<file path="config.mk">
export PLATFORM = sky130hd
export DESIGN_NAME = student_motion
export DESIGN_NICKNAME = d
export VERILOG_FILES = /design/src/rtl/game_pkg.sv /design/src/rtl/student_motion.sv
export SDC_FILE = /design/constraint.sdc
export NUM_CORES = 1
export LEC_CHECK = 0
export CORE_ASPECT_RATIO = 1.75
export CORE_MARGIN = 2
export CORE_UTILIZATION = 40
export CTS_CLUSTER_DIAMETER = 50
export DETAILED_ROUTE_END_ITERATION = 6
export GPL_TIMING_DRIVEN = 1
export PLACE_DENSITY = 0.63
export SLEW_MARGIN = 0
export SYNTH_ARGS = -nofsm -noshare
export SYNTH_HDL_FRONTEND = slang
export SYNTH_SLANG_ARGS = --single-unit
export TNS_END_PERCENT = 100
</file>
<file path="constraint.sdc">
create_clock -name clk -period 6.95 [get_ports clk]
set_input_delay 1.39 -clock clk [delete_from_list [all_inputs] [get_ports clk]]
set_output_delay 1.39 -clock clk [all_outputs]
set_load 0.02 [all_outputs]
</file>
<file path="src/rtl/game_pkg.sv">
// Shared screen geometry, coordinate widths and motion FSM encoding for the
// sprite movers of the game.
package game_pkg;

    localparam int H_ACTIVE = 640;
    localparam int V_ACTIVE = 480;
    localparam int SPRITE_W = 32;
    localparam int SPRITE_H = 32;

    localparam int X_W = 11;
    localparam int Y_W = 10;
    localparam int COORD_W = 12;

    typedef enum logic [1:0] {
        IDLE,
        CALC,
        COMMIT
    } motion_state_t;

    // Saturate a signed screen coordinate into [lo, hi].
    function automatic logic signed [COORD_W-1:0] clamp(
        input logic signed [COORD_W-1:0] v,
        input logic signed [COORD_W-1:0] lo,
        input logic signed [COORD_W-1:0] hi
    );
        if (v < lo) return lo;
        if (v > hi) return hi;
        return v;
    endfunction

endpackage

</file>
<file path="src/rtl/student_motion.sv">
// Student sprite position, facing and walk animation, updated once per frame
// through an IDLE -> CALC -> COMMIT sequence started by the vblank tick.
module student_motion
    import game_pkg::*;
#(
    parameter int STEP     = 2,
    parameter int START_X  = 304,
    parameter int START_Y  = 400,
    parameter int ANIM_DIV = 8
) (
    input  logic           clk,
    input  logic           rst_n,
    input  logic           frame_tick,
    input  logic           enable,
    input  logic           btn_left,
    input  logic           btn_right,
    input  logic           btn_up,
    input  logic           btn_down,
    output logic [X_W-1:0] student_x,
    output logic [Y_W-1:0] student_y,
    output logic           facing,
    output logic           moving,
    output logic [1:0]     anim_frame,
    output logic           update_done
);

    localparam int CNT_W = (ANIM_DIV > 1) ? $clog2(ANIM_DIV) : 1;
    localparam logic [CNT_W-1:0] CNT_LAST = CNT_W'(ANIM_DIV - 1);
    localparam logic signed [COORD_W-1:0] STEP_S = COORD_W'(STEP);
    localparam logic signed [COORD_W-1:0] ZERO_S = '0;
    localparam logic signed [COORD_W-1:0] X_MAX  = COORD_W'(H_ACTIVE - SPRITE_W);
    localparam logic signed [COORD_W-1:0] Y_MAX  = COORD_W'(V_ACTIVE - SPRITE_H);

    motion_state_t state, state_nx;

    logic                      left_q, right_q, up_q, down_q;
    logic signed [COORD_W-1:0] dx, dy, x_sum, y_sum;
    logic [X_W-1:0]            nx_q;
    logic [Y_W-1:0]            ny_q;
    logic [CNT_W-1:0]          cnt_q;

    // NOTE: every signal written in always_comb gets a default first so no
    // path can leave it unassigned and infer a latch.
    always_comb begin
        state_nx = state;
        unique case (state)
            IDLE:    if (frame_tick && enable) state_nx = CALC;
            CALC:    state_nx = COMMIT;
            COMMIT:  state_nx = IDLE;
            default: state_nx = IDLE;
        endcase
    end

    // Opposing buttons on one axis cancel out.
    always_comb begin
        dx = '0;
        dy = '0;
        if (right_q && !left_q)      dx = STEP_S;
        else if (left_q && !right_q) dx = -STEP_S;
        if (down_q && !up_q)         dy = STEP_S;
        else if (up_q && !down_q)    dy = -STEP_S;
        x_sum = $signed({1'b0, student_x}) + dx;
        y_sum = $signed({2'b0, student_y}) + dy;
    end

    // NOTE: sequential state uses non-blocking assignments only, so every
    // register samples the values from before this clock edge.
    always_ff @(posedge clk or negedge rst_n) begin
        if (!rst_n) begin
            state       <= IDLE;
            left_q      <= 1'b0;
            right_q     <= 1'b0;
            up_q        <= 1'b0;
            down_q      <= 1'b0;
            nx_q        <= X_W'(START_X);
            ny_q        <= Y_W'(START_Y);
            student_x   <= X_W'(START_X);
            student_y   <= Y_W'(START_Y);
            facing      <= 1'b0;
            moving      <= 1'b0;
            anim_frame  <= 2'd0;
            cnt_q       <= '0;
            update_done <= 1'b0;
        end else begin
            state       <= state_nx;
            update_done <= 1'b0;
            unique case (state)
                IDLE: begin
                    if (frame_tick && enable) begin
                        left_q  <= btn_left;
                        right_q <= btn_right;
                        up_q    <= btn_up;
                        down_q  <= btn_down;
                    end else if (!enable) begin
                        moving     <= 1'b0;
                        anim_frame <= 2'd0;
                        cnt_q      <= '0;
                    end
                end
                CALC: begin
                    nx_q <= X_W'(clamp(x_sum, ZERO_S, X_MAX));
                    ny_q <= Y_W'(clamp(y_sum, ZERO_S, Y_MAX));
                end
                COMMIT: begin
                    student_x   <= nx_q;
                    student_y   <= ny_q;
                    update_done <= 1'b1;
                    if (dx < 0)      facing <= 1'b1;
                    else if (dx > 0) facing <= 1'b0;
                    if ((nx_q != student_x) || (ny_q != student_y)) begin
                        moving <= 1'b1;
                        if (cnt_q == CNT_LAST) begin
                            cnt_q      <= '0;
                            anim_frame <= anim_frame + 2'd1;
                        end else begin
                            cnt_q <= cnt_q + 1'b1;
                        end
                    end else begin
                        moving     <= 1'b0;
                        cnt_q      <= '0;
                        anim_frame <= 2'd0;
                    end
                end
                default: ;
            endcase
        end
    end

endmodule

</file>
==> results.md, run 1 <==
- All-Layer GR Usage: 19.37%
- Switching power total: 0.8763 mW
- Finished Layout Cells: 554
- Post-CTS Resized: 0
- Via count: 3174
- Commonest cells after routing, fill and taps aside: 44 x dfrtp_1, 43 x nand2_1, 32 x clkdlybuf4s50_1, 24 x xor2_1, 23 x mux2_2
- Core area: 0.009729 mm^2
- Syn Area/Cell: 9.600 um^2
- Initial core utilization: 40.65%
- Net count, final: 448
- Layout cells sized above 1: 15.15%
- Net Sw Frac: 44.29%
- CTS Buffer Depth: 2
- Fin area: 0.004499 mm^2
- Rel. slew slack: 18.02%
- Critical path fanouts, max: 25
- Total of max-cap violations: 0
- First-pass GRT wire length: 16.08 mm
- Number of detailed-route iterations in the first pass: 4
- Post-synthesis xor/xnor area fraction: 8.415%
- CTS clk-pin slew, worst paths: 0.07 ns
- Worst VDD drop: 0.0001509 V
- Seq cells post-synth: 56
- Setup repair after global routing missed its margin: false
- Hold WC Path Type: reg2reg
- Worst Tran Pin Value: 1.213 ns
- Area delta synth->final: 13.76%
- CP arrival: 3.65 ns
- Residual DRC count: 0
- Clk pwr share: 15.2%
- Setup Buffers After CTS: 0
- IO Count: 34
- Detail Placement HPWL: 7.477 mm
- Power share of the sequential group: 33.0%
- Mapped Area: 0.003955 mm^2
- CTS sink count: 56
- CTS tree: yes
- Post-CTS Hold Fix Bufs: 0
- Sequential area share after synthesis: 35.81%
- Setup TNS: 0 ns
- Simple-gate share of the synthesized area: 17.91%
- Leak: 1.973 nW
- Max Fclk: 287.3 MHz
- Internal power: 1.102 mW
- Max-slew violations: 0
- Initial antenna violation count: 0
- Hold Slack: 0.4801 ns
- Mux contribution to synthesized area: 7.308%
- Synth async-reset ratio: 100.0%
- # setup viols final: 0
- Post-synth EDFFs: 0
- Crit path launch type: flop
- Syn Inst Count: 412
- RePlAce Congestion: 0.8525
- Overflow left after global routing: 0
- Run status: finished, final reports clean
- Cell Rows: 48
- Ant diodes: 0
- Chip width: 79.17 um
- Via density per instance: 5.729
- Largest family of logic cells by synthesized area: compound AO/OA/AOI/OAI gates
- Cells after DPL: 546
- Syn_nets: 432
- Final WL: 9.933 mm
- Placement Cell Area: 0.004317 mm^2
- Pwr/cell area: 439.7 mW/mm^2
- Commonest non-fill, non-tap cell in the layout: dfrtp_1
- DR iter-0 viols: 120
- Crit path kind: reg2reg
- Required @ worst endpoint: 7.12 ns
- Routed Antenna Nets: 0
- Synth warn: 0
- Worst Skew: 0.007294 ns
- WL/cell: 17.93 um
- Synth cell types: 77
- H-tree levels: 2
- Root buf cell: clkbuf_16
- Die Area: 0.01073 mm^2
- Die H: 135.5 um
- Synth Flop Type: dfrtp_1
- Period utilization: 50.07%
- Min Tclk post-route: 3.480 ns
- Endpoint class of the critical path: flop
- Final hold vios: 0
- Port buffer count: 33
- Num CTS Buffers: 5
- Pin count of the biggest net entering global routing: 57
- Synth Area in Compound Gates: 20.97%
- Post-synthesis adder-cell area fraction: 3.986%
- Worst skew pair latency: 0.30 ns
- Vias in the first global route: 3204
- Comb power frac: 51.8%
==> critical path: stages, from the launching register on <==
cell and delay (ns):
dfrtp_1 0.36, inv_1 0.09, ha_1 0.69, xor2_1 0.20, ha_1 0.20, a21boi_0 0.26, o22a_1 0.22, a21boi_0 0.12
or3_1 0.38, mux2i_1 0.26, a2111oi_4 0.15, o41ai_1 0.41
==> kinds of logic after synthesis <==
kind of cell | count (synthesis)
AO/OA/AOI/OAI | 104
XOR/XNOR | 38
adder cells (fa/ha/maj) | 12
buffers and inverters | 48
flip-flops | 56
multiplexers | 26
AND/OR/NAND/NOR | 128
==> flip-flops by register name, summed over array words and instances, names as in the netlist <==
register / count
student_x: 11
up_q: 1
student_y: 10
state: 2
nx_q: 11
down_q: 1
left_q: 1
anim_frame: 2
ny_q: 10
cnt_q: 3
update_done: 1
moving: 1
facing: 1
right_q: 1
==> worst paths after layout <==
| kind | start | end | slack, ns | cells past startpoint |
|---|---|---|---|---|
| min in group asynchronous | rst_n | right_q | 1.22 | 2 |
| max in group asynchronous | rst_n | ny_q[6] | 5.26 | 2 |
| min | anim_frame[1] | anim_frame[1] | 0.48 | 1 |
| max | down_q | ny_q[1] | 3.47 | 11 |
| min reg2reg | anim_frame[1] | anim_frame[1] | 0.48 | 1 |
| max reg2reg | down_q | ny_q[1] | 3.47 | 11 |
==> layout make-up <==
cell class | instances | area, um^2
sequential | 56 | 1416
clock buffer | 7 | 152.6
clock inverter | 1 | 30.03
inverter | 21 | 78.83
fill | 961 | 5230
tap | 125 | 156.4
multi-input combinational | 308 | 2317
timing repair buffer | 36 | 347.8
==> power by group through the flow <==
stage	Sequential, mW	Clock [mW]	Combinational, mW
after floorplan	0.583	0	0.807
after global placement	0.653	0	1.01
after detailed placement	0.656	0	1.02
after CTS	0.651	0.309	1.03
after global routing	0.675	0.320	1.12
final	0.653	0.301	1.02
==> layer usage <==
metal	wire length [um]	GRT usage [%]	share of wire [%]	up-vias
li1	-	-	-	1528
met1	3696	19.66	37	1578
met2	5821	38.14	59	54
met3	163	1.933	1.6	14
met4	252	9.291	2.5	0
met5	0	0	0	-
==> through the flow <==
| step | setup WS, ns | util, % | total power [mW] |
|---|---|---|---|
| finish | 3.470 | 46.24 | 1.978 |
| global route | 3.150 | 46.24 | 2.119 |
| CTS | 3.492 | 46.24 | 1.990 |
| detailed placement | 3.545 | 44.37 | 1.679 |
| global placement | 3.576 | 44.37 | 1.663 |
| floorplan | 3.809 | - | 1.390 |
==> cells in the mapped netlist (10+ instances only) <==
library cell / n / area share [%]
dfstp_2: 12 / 8.0
o31ai_1: 10 / 1.9
mux2_2: 23 / 6.5
xnor2_1: 14 / 3.1
nor2_1: 13 / 1.2
clkbuf_1: 12 / 1.1
inv_1: 19 / 1.8
o21ai_0: 16 / 2.0
ha_1: 11 / 3.5
nand2_1: 43 / 4.1
dfrtp_1: 44 / 28
xor2_1: 24 / 5.3
Power figures use the tool's default switching activity.
==> run 2: changes to the inputs <==
--- a/config.mk
+++ b/config.mk
@@ -11,7 +11,7 @@
 export CTS_CLUSTER_DIAMETER = 50
 export DETAILED_ROUTE_END_ITERATION = 6
 export GPL_TIMING_DRIVEN = 1
-export PLACE_DENSITY = 0.63
+export PLACE_DENSITY = 0.65
 export SLEW_MARGIN = 0
 export SYNTH_ARGS = -nofsm -noshare
 export SYNTH_HDL_FRONTEND = slang
==> constraint.sdc (replaced) <==
create_clock -name clk -period 3 [get_ports clk]
set_input_delay 0.6 -clock clk [delete_from_list [all_inputs] [get_ports clk]]
set_output_delay 0.6 -clock clk [all_outputs]
set_load 0.02 [all_outputs]
==> results.md, run 2 (synthesis gave the netlist of run 1 again) <==
- CP arrival: 3.29 ns (was 3.65 ns)
- Port buffer count: 33 (unchanged)
- WL/cell: 17.40 um (was 17.93 um)
- Final hold vios: 0 (unchanged)
- Setup TNS: -0.6486 ns (was 0 ns)
- Via count: 3342 (was 3174)
- Ant diodes: 0 (unchanged)
- FF-to-FF path depth: 12 (was 11)
- Leak: 2.246 nW (was 1.973 nW)
- Die H: 135.5 um (unchanged)
- Cells after DPL: 574 (was 546)
- Max-slew violations: 0 (unchanged)
- Worst VDD drop: 0.0004936 V (was 0.0001509 V)
- Via density per instance: 5.645 (was 5.729)
- Period utilization: 103.5% (was 50.07%)
- Pwr/cell area: 1021 mW/mm^2 (was 439.7 mW/mm^2)
- Finished Layout Cells: 592 (was 554)
- Commonest non-fill, non-tap cell in the layout: dfrtp_1 (unchanged)
- Overflow left after global routing: 0 (unchanged)
- Internal power: 2.839 mW (was 1.102 mW)
- Failing checks: negative setup slack
- Switching power total: 2.292 mW (was 0.8763 mW)
- Power share of the sequential group: 29.4% (was 33.0%)
- Clk pwr share: 12.9% (was 15.2%)
- Vias in the first global route: 3474 (was 3204)
- Worst skew pair latency: 0.30 ns (about the same)
- Max Fclk: 321.9 MHz (was 287.3 MHz)
- Min Tclk post-route: 3.106 ns (was 3.480 ns)
- DR iter-0 viols: 158 (was 120)
- Area delta synth->final: 27.02% (was 13.76%)
- H-tree levels: 2 (unchanged)
- Largest registers: nx_q: 11 flops, student_x: 11 flops (unchanged)
- First-pass GRT wire length: 16.91 mm (was 16.08 mm)
- Total of max-cap violations: 0 (unchanged)
- Pin count of the biggest net entering global routing: 29 (was 57)
- CTS clk-pin slew, worst paths: 0.07 ns (about the same)
- Comb power frac: 57.7% (was 51.8%)
- IO Count: 34 (unchanged)
- Footprint of the multi-input gates: 0.002564 mm^2 (was 0.002317 mm^2)
- Crit path kind: reg2reg (unchanged)
- CTS tree: yes (unchanged)
- # setup viols final: 8 (was 0)
- Core area: 0.009729 mm^2 (unchanged)
- RePlAce Congestion: 0.8557 (was 0.8525)
- Rel. slew slack: 58.57% (was 18.02%)
- Cell Rows: 48 (unchanged)
- Post-CTS Hold Fix Bufs: 0 (unchanged)
- Setup repair after global routing missed its margin: true (was false)
- Residual DRC count: 0 (unchanged)
- Endpoint class of the critical path: flop (unchanged)
- Chip width: 79.17 um (unchanged)
- Fillers: 885 (was 961)
- Routed Antenna Nets: 0 (unchanged)
- Placement Cell Area: 0.004533 mm^2 (was 0.004317 mm^2)
- Crit path launch type: flop (unchanged)
- Layout cells sized above 1: 28.27% (was 15.15%)
- Die Area: 0.01073 mm^2 (unchanged)
- Worst Tran Pin Value: 0.6215 ns (was 1.213 ns)
- Final core occ: 51.63% (was 46.24%)
- Run status: finished, violations left (was finished, final reports clean)
- Required @ worst endpoint: 3.18 ns (was 7.12 ns)
- Worst Skew: 0.007573 ns (was 0.007294 ns)
- Detail Placement HPWL: 7.623 mm (was 7.477 mm)
- Fin area: 0.005024 mm^2 (was 0.004499 mm^2)
- Final WS setup: -0.1063 ns (was 3.470 ns)
- Net Sw Frac: 44.67% (was 44.29%)
- Hold WC Path Type: in2async (was reg2reg)
- All-Layer GR Usage: 20.11% (was 19.37%)
- Initial antenna violation count: 0 (unchanged)
- Num CTS Buffers: 5 (unchanged)
- CTS sink count: 56 (unchanged)
- CTS Buffer Depth: 2 (unchanged)
- Final WL: 10.30 mm (was 9.933 mm)
- Commonest cells after routing, fill and taps aside: 44 x dfrtp_1, 43 x nand2_1, 36 x buf_4, 32 x clkdlybuf4s50_1 (was 44 x dfrtp_1, 43 x nand2_1, 32 x clkdlybuf4s50_1, 24 x xor2_1, 23 x mux2_2)
- Register area: 0.001416 mm^2 (unchanged)
- Root buf cell: clkbuf_16 (unchanged)
- Initial core utilization: 40.65% (unchanged)
- Net count, final: 486 (was 448)
- Number of detailed-route iterations in the first pass: 4 (unchanged)
- Critical path fanouts, max: 7 (was 25)
## run 2: changes by cell type in the layout (fill, tap and decap cells not counted), moves of 3 or more
| cell | previous run | this run |
|---|---|---|
| o21ai_1 | 3 | 6 |
| inv_1 | 19 | 15 |
| o31ai_1 | 10 | 4 |
| inv_2 | 1 | 5 |
| buf_6 | 0 | 4 |
| ha_1 | 11 | 7 |
| o41ai_4 | 0 | 3 |
| o21ai_0 | 16 | 13 |
| o31ai_2 | 0 | 5 |
| o41ai_1 | 6 | 1 |
| buf_4 | 3 | 36 |
| ha_4 | 0 | 3 |
## run 2: timing repair
action,4_1_cts,5_1_grt
setup endpoints to repair,14,17
pin swaps,10,17
gates resized for setup,12,36
buffers inserted,2,7
cloned,1,0
## run 2: path summary, 6_finish.rpt
kind,end,start,slack [ns]
worst max-delay path,nx_q[7],left_q,-0.11
worst min-delay path,left_q,rst_n,0.30
worst max register to register,nx_q[7],left_q,-0.11
worst min register to register,moving,moving,0.48
max in group asynchronous,student_x[8],rst_n,1.96
min in group clk,moving,moving,0.48
## run 2: routing by layer
metal | part of all wire (%) | track usage, %
met2 | 57 | 38.65
met1 | 38 | 20.55
met3 | 1.6 | 2.133
met5 | 0 | 0
met4 | 3.9 | 11.11
## run 2: power groups by stage
stage          Combinational (mW)  Clock (mW)  Sequential (mW)
2_1_floorplan                1.88           0             1.35
3_3_place_gp                 2.50           0             1.49
3_5_place_dp                 2.54           0             1.50
4_1_cts                      2.65       0.673             1.49
5_1_grt                      3.21       0.706             1.56
6_report                     2.96       0.662             1.51
## run 2: cell type report
cell class | count | area share, %
clock buffer | 6 | 2.565
clock inverter | 2 | 0.7721
inverter | 21 | 1.569
multi-input combinational | 309 | 51.03
sequential | 56 | 28.19
tap | 125 | 3.113
timing repair buffer | 73 | 12.75
## run 2: worst max-delay path, cell delays in order (launching register included)
cell	delay, ns
dfrtp_1	0.42
ha_4	0.28
inv_2	0.04
ha_4	0.15
fa_2	0.38
buf_6	0.13
nand4_1	0.14
o32ai_4	0.13
or3_1	0.39
a211o_1	0.34
o311ai_4	0.30
buf_6	0.18
o31ai_1	0.08
## run 2: per-stage QoR
step / setup slack (ns) / power [mW] / hold slack, ns
floorplan: 0.001088 / 3.233 / 0.3044
global placement: -0.04182 / 3.996 / 0.4620
detailed placement: -0.08090 / 4.034 / 0.4696
CTS: -0.04891 / 4.817 / 0.3135
global route: -0.2608 / 5.478 / 0.3469
finish: -0.1063 / 5.131 / 0.2979
==> run 3: changes to the inputs <==
--- a/config.mk
+++ b/config.mk
@@ -12,7 +12,6 @@
 export DETAILED_ROUTE_END_ITERATION = 6
 export GPL_TIMING_DRIVEN = 1
 export PLACE_DENSITY = 0.65
-export SLEW_MARGIN = 0
 export SYNTH_ARGS = -nofsm -noshare
 export SYNTH_HDL_FRONTEND = slang
 export SYNTH_SLANG_ARGS = --single-unit
==> results of run 3 <==
Same layout as run 2: the final DEF is identical, and so are final timing and power.
